--- src/rtl/vga_timing_pkg.sv ---
// Shared 640x480@60 timing constants and the control-word type that travels
// down the alignment pipe alongside the pixel data.
package vga_timing_pkg;

   localparam int unsigned VGA_H_VISIBLE = 640;
   localparam int unsigned VGA_H_FP      = 16;
   localparam int unsigned VGA_H_SYNC    = 96;
   localparam int unsigned VGA_H_BP      = 48;
   localparam int unsigned VGA_V_VISIBLE = 480;
   localparam int unsigned VGA_V_FP      = 10;
   localparam int unsigned VGA_V_SYNC    = 2;
   localparam int unsigned VGA_V_BP      = 33;

   localparam int unsigned VGA_H_TOTAL = VGA_H_VISIBLE + VGA_H_FP + VGA_H_SYNC + VGA_H_BP;
   localparam int unsigned VGA_V_TOTAL = VGA_V_VISIBLE + VGA_V_FP + VGA_V_SYNC + VGA_V_BP;

   localparam int unsigned VGA_BYTES_PER_LINE = VGA_H_VISIBLE / 8;
   localparam int unsigned VGA_FB_DEPTH       = VGA_BYTES_PER_LINE * VGA_V_VISIBLE;

   localparam int unsigned CNT_W  = 10;
   localparam int unsigned ADDR_W = 16;
   localparam int unsigned RGB_W  = 12;

   // Per-pixel control word: syncs are active-low, first marks pixel (0,0).
   typedef struct packed {
      logic hsync;
      logic vsync;
      logic blank;
      logic first;
   } vid_ctl_t;

   localparam vid_ctl_t CTL_IDLE = '{hsync: 1'b1, vsync: 1'b1, blank: 1'b1, first: 1'b0};

endpackage

--- src/rtl/vga_timing_gen.sv ---
// Free-running h/v raster counters with raw (unregistered) sync/blank decode.
module vga_timing_gen
   import vga_timing_pkg::*;
#(
   parameter int unsigned H_VISIBLE = VGA_H_VISIBLE,
   parameter int unsigned H_FP      = VGA_H_FP,
   parameter int unsigned H_SYNC    = VGA_H_SYNC,
   parameter int unsigned H_BP      = VGA_H_BP,
   parameter int unsigned V_VISIBLE = VGA_V_VISIBLE,
   parameter int unsigned V_FP      = VGA_V_FP,
   parameter int unsigned V_SYNC    = VGA_V_SYNC,
   parameter int unsigned V_BP      = VGA_V_BP
)(
   input  logic             clk,
   input  logic             rst,
   output logic [CNT_W-1:0] h,
   output logic [CNT_W-1:0] v,
   output logic             visible,
   output vid_ctl_t         ctl
);

   localparam int unsigned H_TOTAL = H_VISIBLE + H_FP + H_SYNC + H_BP;
   localparam int unsigned V_TOTAL = V_VISIBLE + V_FP + V_SYNC + V_BP;

   localparam logic [CNT_W-1:0] H_LAST   = CNT_W'(H_TOTAL - 1);
   localparam logic [CNT_W-1:0] V_LAST   = CNT_W'(V_TOTAL - 1);
   localparam logic [CNT_W-1:0] H_VIS    = CNT_W'(H_VISIBLE);
   localparam logic [CNT_W-1:0] V_VIS    = CNT_W'(V_VISIBLE);
   localparam logic [CNT_W-1:0] HS_START = CNT_W'(H_VISIBLE + H_FP);
   localparam logic [CNT_W-1:0] HS_END   = CNT_W'(H_VISIBLE + H_FP + H_SYNC);
   localparam logic [CNT_W-1:0] VS_START = CNT_W'(V_VISIBLE + V_FP);
   localparam logic [CNT_W-1:0] VS_END   = CNT_W'(V_VISIBLE + V_FP + V_SYNC);

   // Raster counters; line wrap and frame wrap land in the same cycle.
   always_ff @(posedge clk or posedge rst) begin
      if (rst) begin
         h <= '0;
         v <= '0;
      end else if (h == H_LAST) begin
         h <= '0;
         if (v == V_LAST) begin
            v <= '0;
         end else begin
            v <= v + 1'b1;
         end
      end else begin
         h <= h + 1'b1;
      end
   end

   // Decode raw timing flags for the current counter position.
   always_comb begin
      ctl       = CTL_IDLE;
      visible   = (h < H_VIS) && (v < V_VIS);
      ctl.hsync = ~((h >= HS_START) && (h < HS_END));
      ctl.vsync = ~((v >= VS_START) && (v < VS_END));
      ctl.blank = ~visible;
      ctl.first = (h == '0) && (v == '0);
   end

endmodule

--- src/rtl/vga_fb_reader.sv ---
// 1-bpp frame-buffer scan-out: fetches one byte per 8 visible pixels,
// serialises leftmost-first and aligns syncs/blank to the pixel stream.
module vga_fb_reader
   import vga_timing_pkg::*;
#(
   parameter int unsigned      H_VISIBLE  = VGA_H_VISIBLE,
   parameter int unsigned      H_FP       = VGA_H_FP,
   parameter int unsigned      H_SYNC     = VGA_H_SYNC,
   parameter int unsigned      H_BP       = VGA_H_BP,
   parameter int unsigned      V_VISIBLE  = VGA_V_VISIBLE,
   parameter int unsigned      V_FP       = VGA_V_FP,
   parameter int unsigned      V_SYNC     = VGA_V_SYNC,
   parameter int unsigned      V_BP       = VGA_V_BP,
   parameter int unsigned      RD_LATENCY = 1,
   parameter logic [RGB_W-1:0] FG_RGB     = 12'hFFF,
   parameter logic [RGB_W-1:0] BG_RGB     = 12'h000
)(
   input  logic              clock25,
   input  logic              reset,
   output logic [ADDR_W-1:0] rd_add,
   output logic              rd_en,
   input  logic [0:7]        rd_data,
   output logic              hsync,
   output logic              vsync,
   output logic [RGB_W-1:0]  rgb,
   output logic              blank,
   output logic              frame_start
);

   localparam int unsigned LAT = RD_LATENCY + 2;

   logic [CNT_W-1:0]  h;
   logic [CNT_W-1:0]  v;
   logic              visible;
   vid_ctl_t          ctl_raw;

   logic              fetch;
   logic [ADDR_W-1:0] v_wide;
   logic [ADDR_W-1:0] line_base;
   logic [ADDR_W-1:0] col;

   logic [RD_LATENCY-1:0] en_pipe;
   logic                  load;
   vid_ctl_t              ctl_pipe [LAT];

   logic [7:0] data_norm;
   logic [7:0] sr;
   logic       pix_bit;

   vga_timing_gen #(
      .H_VISIBLE (H_VISIBLE),
      .H_FP      (H_FP),
      .H_SYNC    (H_SYNC),
      .H_BP      (H_BP),
      .V_VISIBLE (V_VISIBLE),
      .V_FP      (V_FP),
      .V_SYNC    (V_SYNC),
      .V_BP      (V_BP)
   ) u_timing (
      .clk     (clock25),
      .rst     (reset),
      .h       (h),
      .v       (v),
      .visible (visible),
      .ctl     (ctl_raw)
   );

   // Byte address for the current position: v*80 built from two shifts.
   always_comb begin
      fetch     = visible && (h[2:0] == 3'd0);
      v_wide    = ADDR_W'(v);
      line_base = (v_wide << 6) + (v_wide << 4);
      col       = ADDR_W'(h[CNT_W-1:3]);
   end

   // Issue a read at each 8-pixel boundary; address holds through blanking.
   always_ff @(posedge clock25 or posedge reset) begin
      if (reset) begin
         rd_add <= '0;
         rd_en  <= 1'b0;
      end else begin
         rd_en <= fetch;
         if (fetch) begin
            rd_add <= line_base + col;
         end
      end
   end

   // Delay the read strobe to mark the cycle rd_data is valid.
   always_ff @(posedge clock25 or posedge reset) begin
      if (reset) begin
         en_pipe <= '0;
      end else begin
         en_pipe[0] <= rd_en;
         for (int unsigned i = 1; i < RD_LATENCY; i++) begin
            en_pipe[i] <= en_pipe[i-1];
         end
      end
   end

   // Control pipe keeps syncs/blank/frame marker aligned with the pixel.
   always_ff @(posedge clock25 or posedge reset) begin
      if (reset) begin
         for (int unsigned i = 0; i < LAT; i++) begin
            ctl_pipe[i] <= CTL_IDLE;
         end
      end else begin
         ctl_pipe[0] <= ctl_raw;
         for (int unsigned i = 1; i < LAT; i++) begin
            ctl_pipe[i] <= ctl_pipe[i-1];
         end
      end
   end

   // Pixel 0 of a fresh byte bypasses the shifter so the rgb register sees
   // it in the load cycle; the shifter then carries pixels 1..7.
   always_comb begin
      load = en_pipe[RD_LATENCY-1];
      for (int unsigned i = 0; i < 8; i++) begin
         data_norm[i] = rd_data[i];
      end
      pix_bit = load ? data_norm[0] : sr[0];
   end

   // Shift register, leftmost pixel in bit 0.
   always_ff @(posedge clock25 or posedge reset) begin
      if (reset) begin
         sr <= '0;
      end else if (load) begin
         sr <= {1'b0, data_norm[7:1]};
      end else begin
         sr <= {1'b0, sr[7:1]};
      end
   end

   // Registered colour, forced to zero while blanked.
   always_ff @(posedge clock25 or posedge reset) begin
      if (reset) begin
         rgb <= '0;
      end else begin
         rgb <= ctl_pipe[LAT-2].blank ? '0 : (pix_bit ? FG_RGB : BG_RGB);
      end
   end

   assign hsync       = ctl_pipe[LAT-1].hsync;
   assign vsync       = ctl_pipe[LAT-1].vsync;
   assign blank       = ctl_pipe[LAT-1].blank;
   assign frame_start = ctl_pipe[LAT-1].first;

endmodule

--- config.mk ---
export PLATFORM = sky130hd
export DESIGN_NAME = vga_fb_reader
export DESIGN_NICKNAME = d
export VERILOG_FILES = /design/src/rtl/vga_timing_pkg.sv /design/src/rtl/vga_timing_gen.sv /design/src/rtl/vga_fb_reader.sv
export SDC_FILE = /design/constraint.sdc
export NUM_CORES = 1
export LEC_CHECK = 0
export ABC_AREA = 0
export CAP_MARGIN = 10
export CORE_MARGIN = 3
export CORE_UTILIZATION = 35
export DETAILED_ROUTE_END_ITERATION = 12
export SLEW_MARGIN = 20
export SYNTH_ARGS = -nofsm -noshare
export SYNTH_HDL_FRONTEND = slang
export SYNTH_SLANG_ARGS = --single-unit
--- constraint.sdc ---
create_clock -name clock25 -period 2.9 [get_ports clock25]
set_clock_uncertainty 0.1 [all_clocks]
set_input_delay 0.435 -clock clock25 [delete_from_list [all_inputs] [get_ports clock25]]
set_output_delay 0.435 -clock clock25 [all_outputs]
set_load 0.02 [all_outputs]
# Word level (Yosys, flattened, before mapping)
# Index checks and enable logic that the tools add are counted.
[totals]
reg_bits = 69
input_bits = 10
out_inout_bits = 33
word_cells = 48
[op_classes]
add_sub_neg = 4
order_cmp = 6
n_eq_ne = 2
n_mux = 6
n_bitwise = 3
reduce_logical = 8
[op_table]
columns = ["op", "n"]
rows = [
  ["12-bit two-way mux", 2],
  ["10-bit by 1-bit adder with 10-bit output, second input constant", 2],
  ["10-bit == test, second input constant", 2],
  ["10-bit zero test", 2],
  ["10-bit less-than comparator, second input constant", 2],
  ["10-bit by 9-bit less-than comparator with 1-bit output, second input constant", 2],
  ["10-bit two-way mux", 2],
  ["16-bit by 14-bit adder with 16-bit output", 1],
  ["16-bit by 7-bit adder with 16-bit output", 1],
  ["10-bit greater-or-equal comparator, second input constant", 1],
  ["10-bit by 9-bit greater-or-equal comparator with 1-bit output, second input constant", 1],
  ["7-bit two-way mux", 1],
  ["1-bit logical AND", 5],
  ["3-bit zero test", 1],
  ["1-bit inverter", 3],
  ["1-bit two-way mux", 1],
]

# Longest topological paths before layout
# Gate-level depths: netlist of the first run.
[logic_depth]
word_depth = 3
depth_mapped = 10
ltp_nobuf = 9

# Hierarchy
# From an unflattened synthesis of the first run, not the netlist that was laid out.
[hier_totals]
cells_unflattened = 297
area_unflattened_um2 = 3076.7
[modules_own_cells]
columns = ["mod", "n_inst", "cells_each", "area_per_inst_um2", "seq_area_each_um2"]
rows = [
  ["vga_fb_reader", 1, 183, 1968.1, 962.2],
  ["vga_timing_gen", 1, 114, 1108.6, 500.5],
]

# Worst setup path after synthesis of the first run
# OpenSTA, ideal clock, no wires.
[synth_path]
kind = "register -> register"
start = "register u_timing.v[2]"
end = "register rd_add[15]"
setup_time_ns = 0.132
arrival_ns = 2.531
t_required_ns = 2.668
setup_slack_ns = 0.137
stages_incl_launch_ff = 11
n_path_buf = 1
synth_period_minus_slack_ns = 2.763
path_cell_list = "dfrtp_1 -> buf_2 -> inv_1 -> fa_1 -> inv_1 -> fa_1 -> a21o_1 -> a221oi_1 -> o221ai_1 -> a211oi_1 -> a21oi_1"
[synth_via]
elab_chain_len = 3
elab_cells_between_ends = 5
classes_between = "add/sub (2); order compare (1); reduce/logical (2)"
[synth_lines]
columns = ["item", "line", "rtl"]
rows = [
  ["from (decl)", "vga_timing_gen.sv:17", "output logic [CNT_W-1:0] v,"],
  ["from (signal assigned)", "vga_timing_gen.sv:44", "v <= v + 1'b1;"],
  ["parallel branches: the longest is 3 deep, another holds 16-bit by 14-bit adder with 16-bit output", "n/a", ""],
  ["to (signal assigned)", "vga_fb_reader.sv:84", "rd_add <= line_base + col;"],
  ["to (decl)", "vga_fb_reader.sv:20", "output logic [ADDR_W-1:0] rd_add,"],
]
# Parallel ways; which one is timed is not known.
# A chain may end at the register's enable or synchronous reset.

# Final worst setup path of the first run
[layout_path]
start = "register u_timing.v[0]"
end = "register rd_add[15]"
# The elaborated chain is that of the path after synthesis.

==> flow_summary.ini, run 1 <==
[placement]
port_buffers = 42
dp_hpwl_um = 4240
gp_congestion = 0.876

[synth]
synthArstFlopShare = 1.00
synth.distinct_cells = 44
syn_nets = 312
synth_area_leaders = dfrtp_1 41%, ha_1 9.7%, dfstp_2 7.9%
syn_area_um2 = 2980
synth_top_cell_by_area = dfrtp_1
synth.most_common_cell = dfrtp_1
seq_area_frac_synth = 0.491
synth_edf_count = 0
syn_inst = 277
avgSynthCellArea_um2 = 10.7
synth_top_area_frac = 0.412
ys_ff_latch = 58
synth_common_cells = 49 x dfrtp_1, 32 x nand2_1, 23 x ha_1
synth_warnings = 0
synthFlopType = dfrtp_1

[timing]
relSlewSlack = 0.597
setup_viol = 0
fin_crit_sh = 0.939
fmax_mhz = 367
hold_violations = 0
worstMarginPinSlew_ps = 604
rsz0062_at_grt = no
final_max_slew_viol_count = 0
period_minus_slack_ps = 2720
fin_tns_setup_ps = 0

[clock_network]
clock_sinks = 58
htree_num_levels = 3
cts_hold_buf = 0
clockRootBuffer = clkbuf_8
cts_tree = built
insertion_delay_ps = 340
cts-buffers-inserted = 9
clock_path_buffers = 2
cts.clk_slew.worst_paths_ps = 70

[routing]
via_per_inst = 5.00
via_count = 2125
totalWireLength_um = 5760
drc = 0
drt_iter0_drc = 102
ant_nets = 0
drt_first_pass_iters = 4
wl_per_cell_um = 13.6

[critical_path]
crit_arrival_ps = 2840
setup.worst_path.class = register to register
start_kind = register
r2r_setup_slack_ps = 180
r2r_cells = 9
r2r-start = u_timing.v[0]$_DFFE_PP0N_
crit_required_ps = 3020
cp_max_fo = 4
reg2reg_to = rd_add[15]$_DFFE_PP0P_
endpoint_kind = register

[global_route]
grt_pass1_wl_um = 10000
grt_overflow = 0
grt_pass1_vias = 2171
grt_start_max_net_pins = 31
antenna_found_initial = 0
grt_use_total = 0.128

[power]
peakVddDrop_v = 0.000174
p_int_uw = 1350
switching_share = 0.216
p_per_area_nw_per_um2 = 465
switching_power_uw = 370
seqPwrFrac = 0.473
p_clk_frac = 0.492
pwr-share-comb = 0.034
leakage_uw = 0.00175

[min_path]
hold_path_class = register to register
min_to = vsync$_DFF_PP1_
holdCritStartpoint = ctl_pipe[6]$_DFF_PP1_
holdPathStages = 0

[floorplan]
fp.coreArea_um2 = 8260
dieArea_um2 = 9650
die_y_um = 98.2
die_w_um = 98.2
start_util = 0.360
rows = 33
design.portCount = 43

[final_layout]
area_growth_syn_to_layout_pct = 24.2
drive_gt1_frac = 0.153
final_nets = 350
diodes = 0
fin_util = 0.448

[outcome]
status = finished clean

[run]
maxCapViolCount = 0
[through the flow]
stage	hold slack, ps	setup slack, ps	cell area, µm²	cells	total power (µW)
after floorplan	231	137	2980	277	862
after global placement	234	165	3440	407	888
after detailed placement	247	39.9	3440	407	889
after CTS	252	24.0	3670	423	1740
after global routing	260	11.8	3700	425	1780
final	252	176	3700	425	1720
[area by class of cell]
| cell class | instances | area (µm²) |
|---|---|---|
| Fill cell | 797 | 4560 |
| Sequential cell | 58 | 1460 |
| Multi-Input combinational cell | 183 | 1340 |
| Timing Repair Buffer | 49 | 485 |
| Clock buffer | 10 | 138 |
| Tap cell | 105 | 131 |
| Clock inverter | 6 | 88.8 |
| Inverter | 14 | 52.6 |
[timing repair]
item,in CTS,in global routing
setup buffers,0,2
resized for setup,0,2
endpoints found under the setup margin,0,2
[routing by layer]
metal,global-route usage,up-vias,share of wire
met5,0,-,0
met1,0.160,1003,0.46
met2,0.209,59,0.46
li1,-,1049,-
met4,0.0567,0,0.024
met3,0.0343,14,0.049
[power by group through the flow]
stage	Sequential, µW	Combinational [µW]	Clock (µW)
global placement	827	60.2	0
detailed placement	828	60.9	0
finish	813	58.9	845
CTS	813	60.9	869
global route	813	64.4	904
floorplan	828	34.1	0
[kinds of logic after synthesis]
family                   count (synthesis)  share of synthesized area
XOR/XNOR                                16                     0.0471
adder cells (fa/ha/maj)                 25                      0.110
buffers and inverters                   36                     0.0631
flip-flops                              58                      0.491
multiplexers                            11                     0.0412
AO/OA/AOI/OAI                           41                     0.0866
AND/OR/NAND/NOR                         90                      0.161
[state kept, by name, summed over array words and instances (netlist names), 7 cells and up]
register    flops
rd_add         16
u_timing.h     10
u_timing.v     10
ctl_pipe        8
sr              7
[worst max-delay path by stage]
stage                                          from                     end  slack (ps)
final                     u_timing.v[0]$_DFFE_PP0N_  rd_add[15]$_DFFE_PP0P_         180
after global routing      u_timing.v[0]$_DFFE_PP0N_  rd_add[15]$_DFFE_PP0P_          10
after CTS                 u_timing.v[0]$_DFFE_PP0N_  rd_add[15]$_DFFE_PP0P_          20
after detailed placement  u_timing.v[0]$_DFFE_PP0N_  rd_add[15]$_DFFE_PP0P_          40
after global placement    u_timing.v[0]$_DFFE_PP0N_  rd_add[15]$_DFFE_PP0P_         170
after floorplan           u_timing.v[2]$_DFFE_PP0N_  rd_add[15]$_DFFE_PP0P_         140
[critical path: stages (launching register included)]
cell      delay [ps]
dfrtp_1          400
inv_1            110
fa_1             510
inv_1             70
fa_1             450
a21o_1           220
a221oi_2         270
o221ai_1         160
a211oi_2         250
a21oi_1           60
[cell usage in the layout, fill, tap and decap left out, types with 9 or more instances in the layout]
cell / n
ha_1: 23
inv_1: 13
nand2_1: 32
xnor2_1: 9
clkdlybuf4s50_1: 42
dfstp_2: 9
nand4_1: 9
nand3_1: 11
dfrtp_1: 49
nor2_1: 13
o21ai_0: 13
a21oi_1: 9
mux2_2: 10
clkbuf_8: 10
Note: power is estimated with default switching activity, not from simulation.
==> inputs of run 2 (changes only) <==
--- a/config.mk
+++ b/config.mk
@@ -8,8 +8,9 @@
 export ABC_AREA = 0
 export CAP_MARGIN = 10
 export CORE_MARGIN = 3
-export CORE_UTILIZATION = 35
+export CORE_UTILIZATION = 49
 export DETAILED_ROUTE_END_ITERATION = 12
+export PLACE_DENSITY = 0.76
 export SLEW_MARGIN = 20
 export SYNTH_ARGS = -nofsm -noshare
 export SYNTH_HDL_FRONTEND = slang
==> run 2 against run 1 <==
  * Maximum frequency about the same
  * Sequential share of layout area increased by 1.1 points
  * Final cell count decreased by 8.0%
  * Sequential cell count unchanged
  * Register-to-register slack about the same
  * Via count decreased by 0.28%
  * Setup slack improved by 2.5 ps
  * Global-route usage increased by 3.8 points
  * Critical path type unchanged
  * Highest routed layer unchanged
==> flow_summary.ini, run 2 (synthesis gave the netlist of run 1 again) <==
[outcome]
status = finished clean

[power]
leakage_uw = 0.00172
peakVddDrop_v = 0.000254
p_per_area_nw_per_um2 = 426

[final_layout]
mostFrequentLayoutCells = 49 x dfrtp_1, 42 x clkdlybuf4s50_1, 32 x nand2_1
final_common_cell = dfrtp_1
largestRegisters = rd_add: 16 flops, u_timing.h: 10 flops, u_timing.v: 10 flops
top_register = rd_add
final_nets = 349
area_growth_syn_to_layout_pct = 20.8
largest_reg_flops = 16
diodes = 0
drive_gt1_frac = 0.147

[critical_path]
crit_arrival_ps = 2830
r2r-start = u_timing.v[0]$_DFFE_PP0N_
start_kind = register
reg2reg_to = rd_add[15]$_DFFE_PP0P_
crit_required_ps = 3000
r2r_cells = 9
cp_max_fo = 5
endpoint_kind = register
setup.worst_path.class = register to register
worstSetupStartpoint = u_timing.v[0]$_DFFE_PP0N_
crit_end = rd_add[15]$_DFFE_PP0P_
r2r_setup_slack_ps = 180

[clock_network]
clockRootBuffer = clkbuf_8
clock_path_buffers = 2
post_cts_buffers = 0
cts_tree = built
cts-buffers-inserted = 9
htree_num_levels = 3
clock_sinks = 58
cts_hold_buf = 0
cts.repair.resized = 0
cts.clk_slew.worst_paths_ps = 70
insertion_delay_ps = 330

[timing]
whs_ps = 252
fmax_mhz = 367
fin_crit_sh = 0.938
fin_tns_setup_ps = 0
hold_violations = 0
rsz0062_at_grt = no
setup_viol = 0
relSlewSlack = 0.613
worstMarginPinSlew_ps = 579
setup_ws_ps = 179
period_minus_slack_ps = 2720
final_max_slew_viol_count = 0

[routing]
totalWireLength_um = 5520
drt_iter0_drc = 108
ant_nets = 0
drt_first_pass_iters = 4
wl_per_cell_um = 14.1
drc = 0
via_count = 2119
via_per_inst = 5.42

[min_path]
holdPathStages = 0
hold_path_class = register to register

[global_route]
grt_overflow = 0
antenna_found_initial = 0
grt_start_max_net_pins = 31
grt_pass1_wl_um = 9480
grt_pass1_vias = 2031
grt_use_total = 0.167

[placement]
dp_hpwl_um = 4100
dpl_worst_slack_ps = 77.1
port_buffers = 42
gp_congestion = 0.904

[run]
maxCapViolCount = 0

[floorplan]
fp.coreArea_um2 = 5680
rows = 27
die_y_um = 83.9
design.portCount = 43
dieArea_um2 = 7050
start_util = 0.524
die_w_um = 83.9
[run 2: cell types whose count changed in the layout (fill, tap and decap cells not counted)]
| cell | before | now |
|---|---|---|
| clkinv_2 | 1 | 2 |
| clkinv_4 | 0 | 2 |
| bufinv_16 | 2 | 0 |
| a211oi_2 | 1 | 0 |
| inv_6 | 1 | 0 |
| a211oi_1 | 0 | 1 |
| buf_4 | 6 | 5 |
[run 2: worst min-delay path by stage]
stage,startpoint,end
6_report,ctl_pipe[8]$_DFF_PP0_,ctl_pipe[4]$_DFF_PP0_
5_1_grt,ctl_pipe[4]$_DFF_PP0_,frame_start$_DFF_PP0_
4_1_cts,ctl_pipe[8]$_DFF_PP0_,ctl_pipe[4]$_DFF_PP0_
3_5_place_dp,ctl_pipe[8]$_DFF_PP0_,ctl_pipe[4]$_DFF_PP0_
3_3_place_gp,ctl_pipe[4]$_DFF_PP0_,frame_start$_DFF_PP0_
2_1_floorplan,ctl_pipe[8]$_DFF_PP0_,ctl_pipe[4]$_DFF_PP0_
[run 2: final cells by class]
type	instances	area, µm²
Clock buffer	10	138
Clock inverter	6	42.5
Fill cell	443	2080
Inverter	14	52.6
Multi-Input combinational cell	183	1330
Sequential cell	58	1460
Tap cell	72	90.1
Timing Repair Buffer	48	478
[run 2: per-stage QoR]
| step | area, µm² | instances | power, µW | utilization |
|---|---|---|---|---|
| after floorplan | 2980 | 277 | 862 | - |
| after global placement | 3410 | 375 | 887 | 0.601 |
| after detailed placement | 3410 | 375 | 888 | 0.601 |
| after CTS | 3590 | 391 | 1550 | 0.632 |
| after global routing | 3600 | 391 | 1600 | 0.634 |
| final | 3600 | 391 | 1530 | 0.634 |
[run 2: layer usage]
layer  wire length, µm  part of all wire  GRT usage
met5                 0                 0          0
met2              2580              0.47      0.263
met4                83             0.015     0.0673
met1              2560              0.46      0.218
met3               301             0.055     0.0444
[run 2: report_power, final]
group / leakage [µW] / switching, µW / internal (µW)
logic: 0.000891 / 31.0 / 27.6
registers: 0.000745 / 2.01 / 811
clock network: 0.0000882 / 328 / 332
total: 0.00172 / 361 / 1170
[run 2: worst max-delay path: stages, from the launching register on]
cell	delay [ps]
dfrtp_1	410
inv_1	110
fa_1	510
inv_1	70
fa_1	450
a21o_1	220
a221oi_2	280
o221ai_1	140
a211oi_1	240
a21oi_1	60
==> inputs of run 3 (changes only) <==
--- a/config.mk
+++ b/config.mk
@@ -8,9 +8,9 @@
 export ABC_AREA = 0
 export CAP_MARGIN = 10
 export CORE_MARGIN = 3
-export CORE_UTILIZATION = 49
+export CORE_UTILIZATION = 55
 export DETAILED_ROUTE_END_ITERATION = 12
-export PLACE_DENSITY = 0.76
+export PLACE_DENSITY = 0.81
 export SLEW_MARGIN = 20
 export SYNTH_ARGS = -nofsm -noshare
 export SYNTH_HDL_FRONTEND = slang
==> constraint.sdc (replaced) <==
create_clock -name clock25 -period 3.4 [get_ports clock25]
set_clock_uncertainty 0.1 [all_clocks]
set_input_delay 0.51 -clock clock25 [delete_from_list [all_inputs] [get_ports clock25]]
set_output_delay 0.51 -clock clock25 [all_outputs]
set_load 0.02 [all_outputs]
==> run 3 against run 2 <==
  * Setup slack improved by 230 ps
  * Via count rose by 1.6%
  * Maximum frequency fell by 9.0%
  * Sequential power fell by 15%
  * Final cell count fell by 1.5%
  * Total power fell by 5.0%
  * Clock power rose by 8.0%
  * Largest cell class unchanged
  * Sequential cell count did not move
  * Non-clock buffer count fell by 4
  * Cell area fell by 0.14%
  * Routed wire length rose by 2.1%
  * Largest power group is now the clock network
  * Global-route usage rose by 3.4 points
==> flow_summary.ini, run 3 (synthesis gave the netlist of run 1 again) <==
[timing]
rsz0062_at_grt = no
hold_violations = 0
setup_viol = 0
fin_crit_sh = 0.880
final_max_slew_viol_count = 0
fmax_mhz = 334
relSlewSlack = 0.540
worstMarginPinSlew_ps = 690
period_minus_slack_ps = 2990
fin_tns_setup_ps = 0
whs_ps = 248
setup_ws_ps = 410

[final_layout]
mostFrequentLayoutCells = 49 x dfrtp_1, 42 x clkdlybuf4s50_1, 32 x nand2_1
diodes = 0
final_nets = 345
largestRegisters = rd_add: 16 flops, u_timing.h: 10 flops, u_timing.v: 10 flops
largest_reg_flops = 16
final_common_cell = dfrtp_1
fillers = 366
area_growth_syn_to_layout_pct = 20.6
drive_gt1_frac = 0.133
top_register = rd_add

[placement]
dp_hpwl_um = 3870
gp_congestion = 0.894
dpl_worst_slack_ps = 465
port_buffers = 42

[clock_network]
cts.repair.resized = 0
cts.clk_slew.worst_paths_ps = 70
post_cts_buffers = 0
htree_num_levels = 3
cts-buffers-inserted = 9
cts_hold_buf = 0
clock_sinks = 58
insertion_delay_ps = 330
clockRootBuffer = clkbuf_8
cts_tree = built
clock_path_buffers = 2

[floorplan]
design.portCount = 43
dieArea_um2 = 6330
fp.coreArea_um2 = 5170
die_w_um = 79.6
die_y_um = 79.6
rows = 26
start_util = 0.575

[critical_path]
start_kind = register
cp_max_fo = 9
crit_required_ps = 3520
endpoint_kind = register
setup.worst_path.class = register to register
crit_arrival_ps = 3110

[outcome]
status = finished clean

[power]
finalPower_uw = 1450
leakage_uw = 0.00172
peakVddDrop_v = 0.000246
p_per_area_nw_per_um2 = 405

[routing]
drc = 0
drt_first_pass_iters = 5
totalWireLength_um = 5640
via_per_inst = 5.59
drt_iter0_drc = 132
via_count = 2153
wl_per_cell_um = 14.6
ant_nets = 0

[global_route]
grt_start_max_net_pins = 59
grt_pass1_wl_um = 9730
antenna_found_initial = 0
grt_use_total = 0.200
grt_overflow = 0
grt_pass1_vias = 2117

[min_path]
hold_path_class = register to register

[run]
maxCapViolCount = 0
[run 3: cell types whose count changed in the layout (fill, tap and decap cells not counted), sizes merged]
cell	before	now
buf	6	2
clkinv	4	1
bufinv	0	2
inv	14	15
[run 3: per-layer routing]
layer / global-route usage / routed length [µm] / part of all wire
met5: 0 / 0 / 0
met4: 0.0773 / 83 / 0.015
met3: 0.0598 / 369 / 0.065
met1: 0.252 / 2460 / 0.44
met2: 0.325 / 2720 / 0.48
[run 3: metrics by stage]
step,area [µm²],util,std cells
after floorplan,2980,-,277
after global placement,3360,0.650,369
after detailed placement,3360,0.650,369
after CTS,3590,0.694,385
after global routing,3590,0.694,385
final,3590,0.694,385
[run 3: layout make-up]
cell class,count,area [µm²],share of cell area
clock buffer,10,138,0.0383
clock inverter,6,88.8,0.0247
inverter,14,52.6,0.0146
multi-input combinational,183,1330,0.369
sequential,58,1460,0.407
tap,70,87.6,0.0244
timing repair buffer,44,435,0.121
[run 3: critical path, cell delays in order (launching register included)]
cell and delay, ps:
dfrtp_1 530, inv_1 160, fa_1 500, inv_1 70, fa_1 450, a21o_1 210
a221oi_1 390, o221ai_1 160, a211oi_1 250, a21oi_1 60
[run 3: worst paths after layout]
path,cells past startpoint,slack (ps),from,endpoint
min reg2reg,0,250,ctl_pipe[4]$_DFF_PP0_,frame_start$_DFF_PP0_
max in group asynchronous,3,2140,reset,u_timing.v[3]$_DFFE_PP0N_
max reg2reg,9,410,u_timing.v[2]$_DFFE_PP0N_,rd_add[15]$_DFFE_PP0P_
max,9,410,u_timing.v[2]$_DFFE_PP0N_,rd_add[15]$_DFFE_PP0P_
min in group asynchronous,3,600,reset,rd_add[15]$_DFFE_PP0P_
min,0,250,ctl_pipe[4]$_DFF_PP0_,frame_start$_DFF_PP0_
[run 3: power breakdown]
part	total [µW]	internal (µW)	switching, µW	leakage (µW)
Combinational	48.1	22.0	26.1	0.000863
Sequential	693	692	1.74	0.000745
Clock	713	433	280	0.000109
Total	1450	1150	308	0.00172
